<file path="src/rtl/alb_pipe.sv">
// alb_pipe: 8-opcode ALU behind a 2-stage valid/ready pipeline with a chained carry flag.
// Optional build macro ALB_PIPE_SAT_EN: signed saturation of ADD/SUB results on overflow.
module alb_pipe #(
    parameter int DATA_WIDTH = 8
) (
    input  logic                  clk,
    input  logic                  reset,
    input  logic                  in_valid,
    output logic                  in_ready,
    input  logic [DATA_WIDTH-1:0] a,
    input  logic [DATA_WIDTH-1:0] b,
    input  logic [2:0]            i,
    input  logic                  ci,
    input  logic                  use_cf,
    output logic                  out_valid,
    input  logic                  out_ready,
    output logic [DATA_WIDTH-1:0] f,
    output logic                  co,
    output logic                  vo,
    output logic                  no,
    output logic                  zo
);

    localparam int W = DATA_WIDTH;

    localparam logic [2:0] OP_AND  = 3'b000;
    localparam logic [2:0] OP_ADD  = 3'b001;
    localparam logic [2:0] OP_OR   = 3'b010;
    localparam logic [2:0] OP_SUB  = 3'b011;
    localparam logic [2:0] OP_XOR  = 3'b100;
    localparam logic [2:0] OP_SHL  = 3'b101;
    localparam logic [2:0] OP_SHR  = 3'b110;
    localparam logic [2:0] OP_PASS = 3'b111;

    // Stage 1 state
    logic         s1_valid_q, s1_valid_d;
    logic [W-1:0] s1_a_q, s1_a_d;
    logic [W-1:0] s1_b_q, s1_b_d;
    logic [2:0]   s1_i_q, s1_i_d;
    logic         s1_cin_q, s1_cin_d;

    // Stage 2 state
    logic         out_valid_q, out_valid_d;
    logic [W-1:0] f_q, f_d;
    logic         co_q, co_d;
    logic         vo_q, vo_d;
    logic         no_q, no_d;
    logic         zo_q, zo_d;

    logic         cf_q, cf_d;

    logic         s1_load;
    logic         s2_load;
    logic         cf_fwd;

    logic [W-1:0] b_op;
    logic [W:0]   sum;
    logic [W-1:0] alu_f;
    logic         alu_co;
    logic         alu_vo;

    assign in_ready  = !s1_valid_q || !out_valid_q || out_ready;
    assign s1_load   = in_valid && in_ready;
    assign s2_load   = s1_valid_q && (!out_valid_q || out_ready);

    assign out_valid = out_valid_q;
    assign f         = f_q;
    assign co        = co_q;
    assign vo        = vo_q;
    assign no        = no_q;
    assign zo        = zo_q;

    // Combinational ALU on the stage-1 beat.
    always_comb begin
        // NOTE: every always_comb output gets a default first so no path can infer a latch.
        alu_f  = '0;
        alu_co = 1'b0;
        alu_vo = 1'b0;
        b_op   = (s1_i_q == OP_SUB) ? ~s1_b_q : s1_b_q;
        sum    = {1'b0, s1_a_q} + {1'b0, b_op} + {{W{1'b0}}, s1_cin_q};
        case (s1_i_q)
            OP_AND:  alu_f = s1_a_q & s1_b_q;
            OP_ADD: begin
                alu_f  = sum[W-1:0];
                alu_co = sum[W];
                alu_vo = (s1_a_q[W-1] == s1_b_q[W-1]) && (sum[W-1] != s1_a_q[W-1]);
            end
            OP_OR:   alu_f = s1_a_q | s1_b_q;
            OP_SUB: begin
                alu_f  = sum[W-1:0];
                alu_co = sum[W];
                alu_vo = (s1_a_q[W-1] != s1_b_q[W-1]) && (sum[W-1] != s1_a_q[W-1]);
            end
            OP_XOR:  alu_f = s1_a_q ^ s1_b_q;
            OP_SHL: begin
                alu_f  = {s1_a_q[W-2:0], s1_cin_q};
                alu_co = s1_a_q[W-1];
            end
            OP_SHR: begin
                alu_f  = {s1_cin_q, s1_a_q[W-1:1]};
                alu_co = s1_a_q[0];
            end
            OP_PASS: alu_f = s1_a_q;
            default: alu_f = '0;
        endcase
`ifdef ALB_PIPE_SAT_EN
        if (alu_vo)
            alu_f = s1_a_q[W-1] ? {1'b1, {(W-1){1'b0}}} : {1'b0, {(W-1){1'b1}}};
`endif
    end

    // A beat accepted while an older beat leaves S1 must see that beat's carry, not the stale flag.
    assign cf_fwd = s2_load ? alu_co : cf_q;

    always_comb begin
        s1_valid_d  = s1_valid_q;
        s1_a_d      = s1_a_q;
        s1_b_d      = s1_b_q;
        s1_i_d      = s1_i_q;
        s1_cin_d    = s1_cin_q;
        out_valid_d = out_valid_q;
        f_d         = f_q;
        co_d        = co_q;
        vo_d        = vo_q;
        no_d        = no_q;
        zo_d        = zo_q;
        cf_d        = cf_q;

        if (s1_load) begin
            s1_valid_d = 1'b1;
            s1_a_d     = a;
            s1_b_d     = b;
            s1_i_d     = i;
            s1_cin_d   = use_cf ? cf_fwd : ci;
        end else if (s2_load) begin
            s1_valid_d = 1'b0;
        end

        if (s2_load) begin
            out_valid_d = 1'b1;
            f_d         = alu_f;
            co_d        = alu_co;
            vo_d        = alu_vo;
            no_d        = alu_f[W-1];
            zo_d        = (alu_f == '0);
            cf_d        = alu_co;
        end else if (out_valid_q && out_ready) begin
            out_valid_d = 1'b0;
        end
    end

    always_ff @(posedge clk) begin
        // NOTE: sequential state uses non-blocking assignments so every flop samples pre-edge values.
        if (reset) begin
            s1_valid_q  <= 1'b0;
            out_valid_q <= 1'b0;
            f_q         <= '0;
            co_q        <= 1'b0;
            vo_q        <= 1'b0;
            no_q        <= 1'b0;
            zo_q        <= 1'b0;
            cf_q        <= 1'b0;
        end else begin
            s1_valid_q  <= s1_valid_d;
            out_valid_q <= out_valid_d;
            f_q         <= f_d;
            co_q        <= co_d;
            vo_q        <= vo_d;
            no_q        <= no_d;
            zo_q        <= zo_d;
            cf_q        <= cf_d;
        end
    end

    // NOTE: stage-1 payload is qualified by s1_valid_q, so it carries no reset.
    always_ff @(posedge clk) begin
        s1_a_q   <= s1_a_d;
        s1_b_q   <= s1_b_d;
        s1_i_q   <= s1_i_d;
        s1_cin_q <= s1_cin_d;
    end

endmodule

</file>
<file path="config.mk">
export PLATFORM = sky130hd
export DESIGN_NAME = alb_pipe
export DESIGN_NICKNAME = d
export VERILOG_FILES = /design/src/rtl/alb_pipe.sv
export SDC_FILE = /design/constraint.sdc
export NUM_CORES = 1
export LEC_CHECK = 0
export ABC_CLOCK_PERIOD_IN_PS = 9650
export CAP_MARGIN = 20
export CORE_ASPECT_RATIO = 0.75
export CORE_MARGIN = 4
export CORE_UTILIZATION = 40
export CTS_CLUSTER_SIZE = 28
export DETAILED_ROUTE_END_ITERATION = 8
export GPL_TIMING_DRIVEN = 0
export PLACE_DENSITY = 0.68
export SYNTH_ARGS = -nofsm -noshare
export SYNTH_HDL_FRONTEND = slang
export SYNTH_SLANG_ARGS = --single-unit
</file>
<file path="constraint.sdc">
create_clock -name clk -period 9.65 [get_ports clk]
set_input_delay 0.965 -clock clk [delete_from_list [all_inputs] [get_ports clk]]
set_output_delay 0.965 -clock clk [all_outputs]
set_load 0.02 [all_outputs]
</file>
# Yosys cells after proc, flatten, opt, wreduce, memory -nomap -nowiden
# Index checks and enable logic that the tools add are counted.
[totals] ff_bits=35 input_bits=25 out_inout_bits=14 word_cells=53
[classes] addsub=2 n_eq_ne=10 muxes=10 bitwise_logic=4 n_reduce_logical=15
[ops] cell="8-bit case mux with 7 select lines" n=1
[ops] cell="3-bit equality test, second input constant" n=4
[ops] cell="8-bit by 8-bit adder with 9-bit output" n=1
[ops] cell="9-bit by 1-bit adder with 9-bit output" n=1
[ops] cell="8-bit bitwise AND" n=1
[ops] cell="8-bit zero test" n=1
[ops] cell="8-bit 2-to-1 mux" n=1
[ops] cell="8-bit NOT" n=1
[ops] cell="8-bit OR" n=1
[ops] cell="8-bit bitwise XOR" n=1
[ops] cell="3-bit by 2-bit equality test with 1-bit output, second input constant" n=2
[ops] cell="1-bit 2-to-1 mux" n=6
[ops] cell="1-bit logical AND" n=5
[ops] cell="2-bit nonzero test" n=2
[ops] cell="3-bit by 1-bit equality test with 1-bit output, second input constant" n=1
[ops] cell="3-bit zero test" n=1
[ops] cell="1-bit logical OR" n=3
[ops] cell="1-bit case mux with 3 select lines" n=1
[ops] cell="1-bit zero test" n=2
[ops] cell="1-bit inequality test" n=2
[ops] cell="1-bit case mux with 2 select lines" n=1
[ops] cell="2-bit OR reduction" n=1
[ops] cell="1-bit equality test" n=1

# Logic depth before layout (Yosys ltp)
[logic_depth] depth_word=7 mapped_depth=13 depth_no_buf=11

# Least setup slack after synthesis
# Ideal clock, no wire load.
[synth_timing] kind="flip-flop to flip-flop" start="register s1_i_q[0]" end="register zo_q, in the netlist zo" setup_time_ns=0.059 t_arrival_ns=3.182 required_time_ns=9.591 setup_slack_ns=6.409 path_stages_with_launch=14 path_buffers=2 synth_period_minus_slack_ns=3.241 path_cell_list="edfxtp_1 > buf_6 > nor2b_1 > clkbuf_1 > nand2_1 > xnor2_1 > fa_1 > fa_1 > nor2b_1 > o311ai_1 > a2111oi_2 > nand3_1 > a2111oi_2 > a31o_1"
[synth_between] elab_chain_len=6 word_cells_on_any_way=14 cone_classes="2 x add/sub; 7 x eq/ne; 2 x mux; 3 x reduce/logical"
[synth_lines] item="start: declaration" line_no="39" source="logic [2:0] s1_i_q, s1_i_d;"
[synth_lines] item="start signal: assignment" line_no="179" source="s1_i_q <= s1_i_d;"
[synth_lines] item="3-bit by 2-bit equality test with 1-bit output" line_no="79, 81"
[synth_lines] item="8-bit 2-to-1 mux" line_no="79" source="b_op = (s1_i_q == OP_SUB) ? ~s1_b_q : s1_b_q;"
[synth_lines] item="8-bit by 8-bit adder with 9-bit output" line_no="80" source="sum = {1'b0, s1_a_q} + {1'b0, b_op} + {{W{1'b0}}, s1_cin_q};"
[synth_lines] item="9-bit by 1-bit adder with 9-bit output" line_no="80"
[synth_lines] item="8-bit case mux with 7 select lines (*)" line_no="81" source="case (s1_i_q)"
[synth_lines] item="8-bit zero test (*)" line_no="145" source="zo_d = (alu_f == '0);"
[synth_lines] item="end signal: assignment" line_no="170" source="zo_q <= zo_d;"
[synth_lines] item="end: declaration" line_no="48" source="logic zo_q, zo_d;"
# Every way passes the cells marked *; elsewhere a longest branch is shown, timed or not.
# A chain may end at the register's enable or synchronous reset.

# Worst setup path in the final report
# Same ends and word-level chain as after synthesis.

==> impl_metrics.json <==
{
  "status": "finished clean",
  "finalWirelength_um": 5882,
  "fp.dieH_um": 75.48,
  "syn_inst": 253,
  "antenna_cells": 0,
  "period_needed_ns": 3.905,
  "timing.rr.start": "s1_i_q[0]",
  "syn_to_final_growth_pct": 24.06,
  "grt_pass1_vias": 1938,
  "core_area_um2": 5856,
  "place_ws_ns": 5.790,
  "cpPeakStageDelay_ns": 0.43,
  "required_ns": 9.89,
  "fp.dieW_um": 97.98,
  "dieArea_um2": 7395,
  "cap_viol_max_count": 0,
  "drtIter0Drc": 99,
  "worst_slack_ns": 5.745,
  "path_cells": "buf_6, nor2b_1, clkbuf_1, nand2_1, xnor2_1, fa_1, fa_1, nor2b_1, o311ai_1, a2111oi_2, nand3_1, a2111oi_2, a31o_1",
  "worst_pin_slew_ns": 0.9774,
  "num_vias": 2022,
  "rsz0062_at_grt": "no",
  "crit_type": "reg2reg",
  "maxSlewHeadroom": 0.3484,
  "hold_start": "f[4]",
  "grt.busiest_layer": "met2",
  "use_met3": 0.04026,
  "arrival_ns": 4.14,
  "finalHoldViolCount": 0,
  "setup_violations": 0,
  "cts_inserted_buffers": 5,
  "whs_endpoint": "f[4]",
  "timing.hold.worst_path_depth": 2,
  "critPathBufInv": 2,
  "vdd_drop_max_mv": 0.05864,
  "viasPerCell": 5.363,
  "seq_area_frac_synth": 0.3627,
  "avgSynthCellArea_um2": 9.599,
  "drt_pass1_iterations": 4,
  "antenna_found_initial": 0,
  "overflow": 0,
  "reg2reg_setup_slack_ns": 5.74,
  "numPortBuffers": 38,
  "reg2reg_depth": 13,
  "finalCritPeriodShare": 0.4047,
  "ios": 39,
  "postCtsSetupRepairBufs": 0,
  "cts-root-buf": "clkbuf_8",
  "clk_path_buf_depth": 2,
  "p_leak_nw": 1.234,
  "synth-edff-count": 20,
  "grt_start_max_net_pins": 21,
  "drv_slew": 0,
  "gr-usage-all-layers": 0.1642,
  "core.rowCount": 24,
  "r2r_end": "zo",
  "gr-usage-met1": 0.2232,
  "avgRoutedWirePerCell_um": 15.60,
  "async_reset_ff_frac": 0,
  "ant_nets": 0,
  "ctsResizeCount": 0,
  "use_met2": 0.2564,
  "synth_area_um2": 2429,
  "nNetsFinal": 348,
  "drc": 0,
  "grt_pass1_wl_um": 9459,
  "powerDensity_nw_per_um2": 135.8,
  "path_clk_slew_ns": 0.07,
  "hold_class": "reg2reg",
  "critPathLaunchType": "register",
  "syn_nets": 303,
  "fin_tns_setup_ns": 0,
  "crit_family": "compound AO/OA/AOI/OAI gates",
  "fill_cells": 545,
  "ys_warn_count": 0,
  "cts_tree": "yes",
  "fmax_mhz": 256.1,
  "cp-end-kind": "register",
  "htree_levels": 2,
  "crit_slowest_cell": "fa_1",
  "cts_hold_buf": 0,
  "drive_gt1_frac": 0.08361,
  "yosysUniqueCellTypes": 52,
  "gp_congestion": 0.8462,
  "worst_clock_skew_ns": 0.006065,
  "clkSinkCount": 34,
  "start_util": 0.4147,
  "post-route-util": 0.5145,
  "clk_latency_ns": 0.29,
  "post-dp-hpwl_um": 4489,
  "synth_seq_cells": 34,
  "cp_max_fo": 9,
  "synthFlopType": "edfxtp_1"
}
## placed cells by master (no fill, tap or decap), types with 3 or more instances in the layout
| cell type | n |
|---|---|
| mux2i_1 | 7 |
| clkdlybuf4s50_1 | 38 |
| nor2_1 | 22 |
| inv_1 | 24 |
| a21o_1 | 3 |
| and2_1 | 4 |
| ha_1 | 23 |
| nor3_1 | 5 |
| a21oi_1 | 19 |
| o22ai_1 | 3 |
| nand2b_1 | 6 |
| clkbuf_8 | 5 |
| edfxtp_1 | 20 |
| clkbuf_1 | 5 |
| a211oi_1 | 8 |
| nand2_1 | 14 |
| o2111ai_1 | 3 |
| nor2b_1 | 7 |
| o21ai_0 | 9 |
| buf_2 | 4 |
| xnor2_1 | 9 |
| dfxtp_1 | 14 |
| nand3_1 | 6 |
## area by class of cell
class,count,area [µm²],area share
clock buffers,7,76.32,0.02533
inverters,25,93.84,0.03115
repair buffers,38,380.4,0.1262
flip-flops and latches,34,880.8,0.2924
clock inverters,1,30.03,0.009967
plain buffers,12,83.83,0.02782
well taps,78,97.59,0.03239
multi-input cells,182,1370,0.4547
## worst max path at each step
stage | startpoint | to | slack, ns | depth (start not counted)
after floorplan | s1_i_q[0] | zo | 6.41 | 13
after global placement | s1_i_q[0] | zo | 5.81 | 13
after detailed placement | s1_i_q[0] | zo | 5.79 | 13
after CTS | s1_i_q[0] | zo | 5.76 | 13
after global routing | s1_i_q[0] | zo | 5.54 | 13
final | s1_i_q[0] | zo | 5.74 | 13
## state kept, by name, summed over array words and instances (netlist names)
name and count:
cf_q 1, co 1, f 8, out_valid 1
s1_a_q 8, s1_b_q 8, s1_cin_q 1, s1_i_q 3
s1_valid_q 1, vo 1, zo 1
## power by group
part / total, W / leakage, nW / internal, W / switching, W
logic: 0.000108 / 0.871 / 0.0000512 / 0.0000564
clock network: 0.000130 / 0.0524 / 0.0000773 / 0.0000526
registers: 0.000172 / 0.311 / 0.000163 / 0.00000824
## metrics by stage
stage	total power (W)	cells	hold slack [ns]	cell area, µm²
finish	0.0004090	377	0.4534	3013
global placement	0.0002793	369	0.4447	2907
floorplan	0.0002450	253	0.4654	2429
CTS	0.0004125	377	0.4589	3013
detailed placement	0.0002816	369	0.4485	2907
global route	0.0004319	377	0.5080	3013
## cell usage after synthesis, drive strengths merged (2+ instances only)
library cell | n | area, µm²
o2111ai | 3 | 26.28
nor3 | 5 | 25.02
a21o | 3 | 22.52
nand3b | 2 | 15.01
a211oi | 8 | 60.06
a2111oi | 2 | 30.03
nor2b | 7 | 43.79
mux4 | 2 | 45.04
and2 | 4 | 25.02
nand2 | 14 | 52.55
ha | 23 | 287.8
dfxtp | 14 | 280.3
nor2 | 22 | 82.58
o21ai | 10 | 53.80
o311ai | 2 | 17.52
mux2i | 7 | 70.07
clkbuf | 3 | 11.26
xor2 | 2 | 17.52
xnor2 | 9 | 78.83
inv | 24 | 90.09
buf | 9 | 72.56
fa | 2 | 40.04
nand2b | 6 | 37.54
nand3 | 6 | 30.03
edfxtp | 20 | 600.6
a31oi | 2 | 12.51
o22ai | 3 | 18.77
a21oi | 19 | 95.09
a31o | 2 | 17.52
a221o | 2 | 20.02
## routing by layer
metal | part of all wire | wire (µm)
met1 | 0.48 | 2818
met2 | 0.42 | 2485
met3 | 0.074 | 438
met4 | 0.024 | 139
met5 | 0 | 0
## cells by family after synthesis
kind of cell	synth area share
simple gates	0.1443
mux	0.05203
buf+inv	0.07315
xor+xnor	0.04895
fa+ha+maj	0.1350
compound gates	0.1839
flops	0.3627
## worst reg2reg max path: cells and delay by family (launching register included)
family,cells,cell delay (ns)
xor gates and xnor gates,1,0.26
AOI/OAI and AO/OA,4,1.01
DFF,1,0.34
and+or+nand+nor,4,0.91
buffers and inverters,2,0.48
adders and majority gates,2,0.85
No activity file was read; power rests on OpenSTA's default activity.
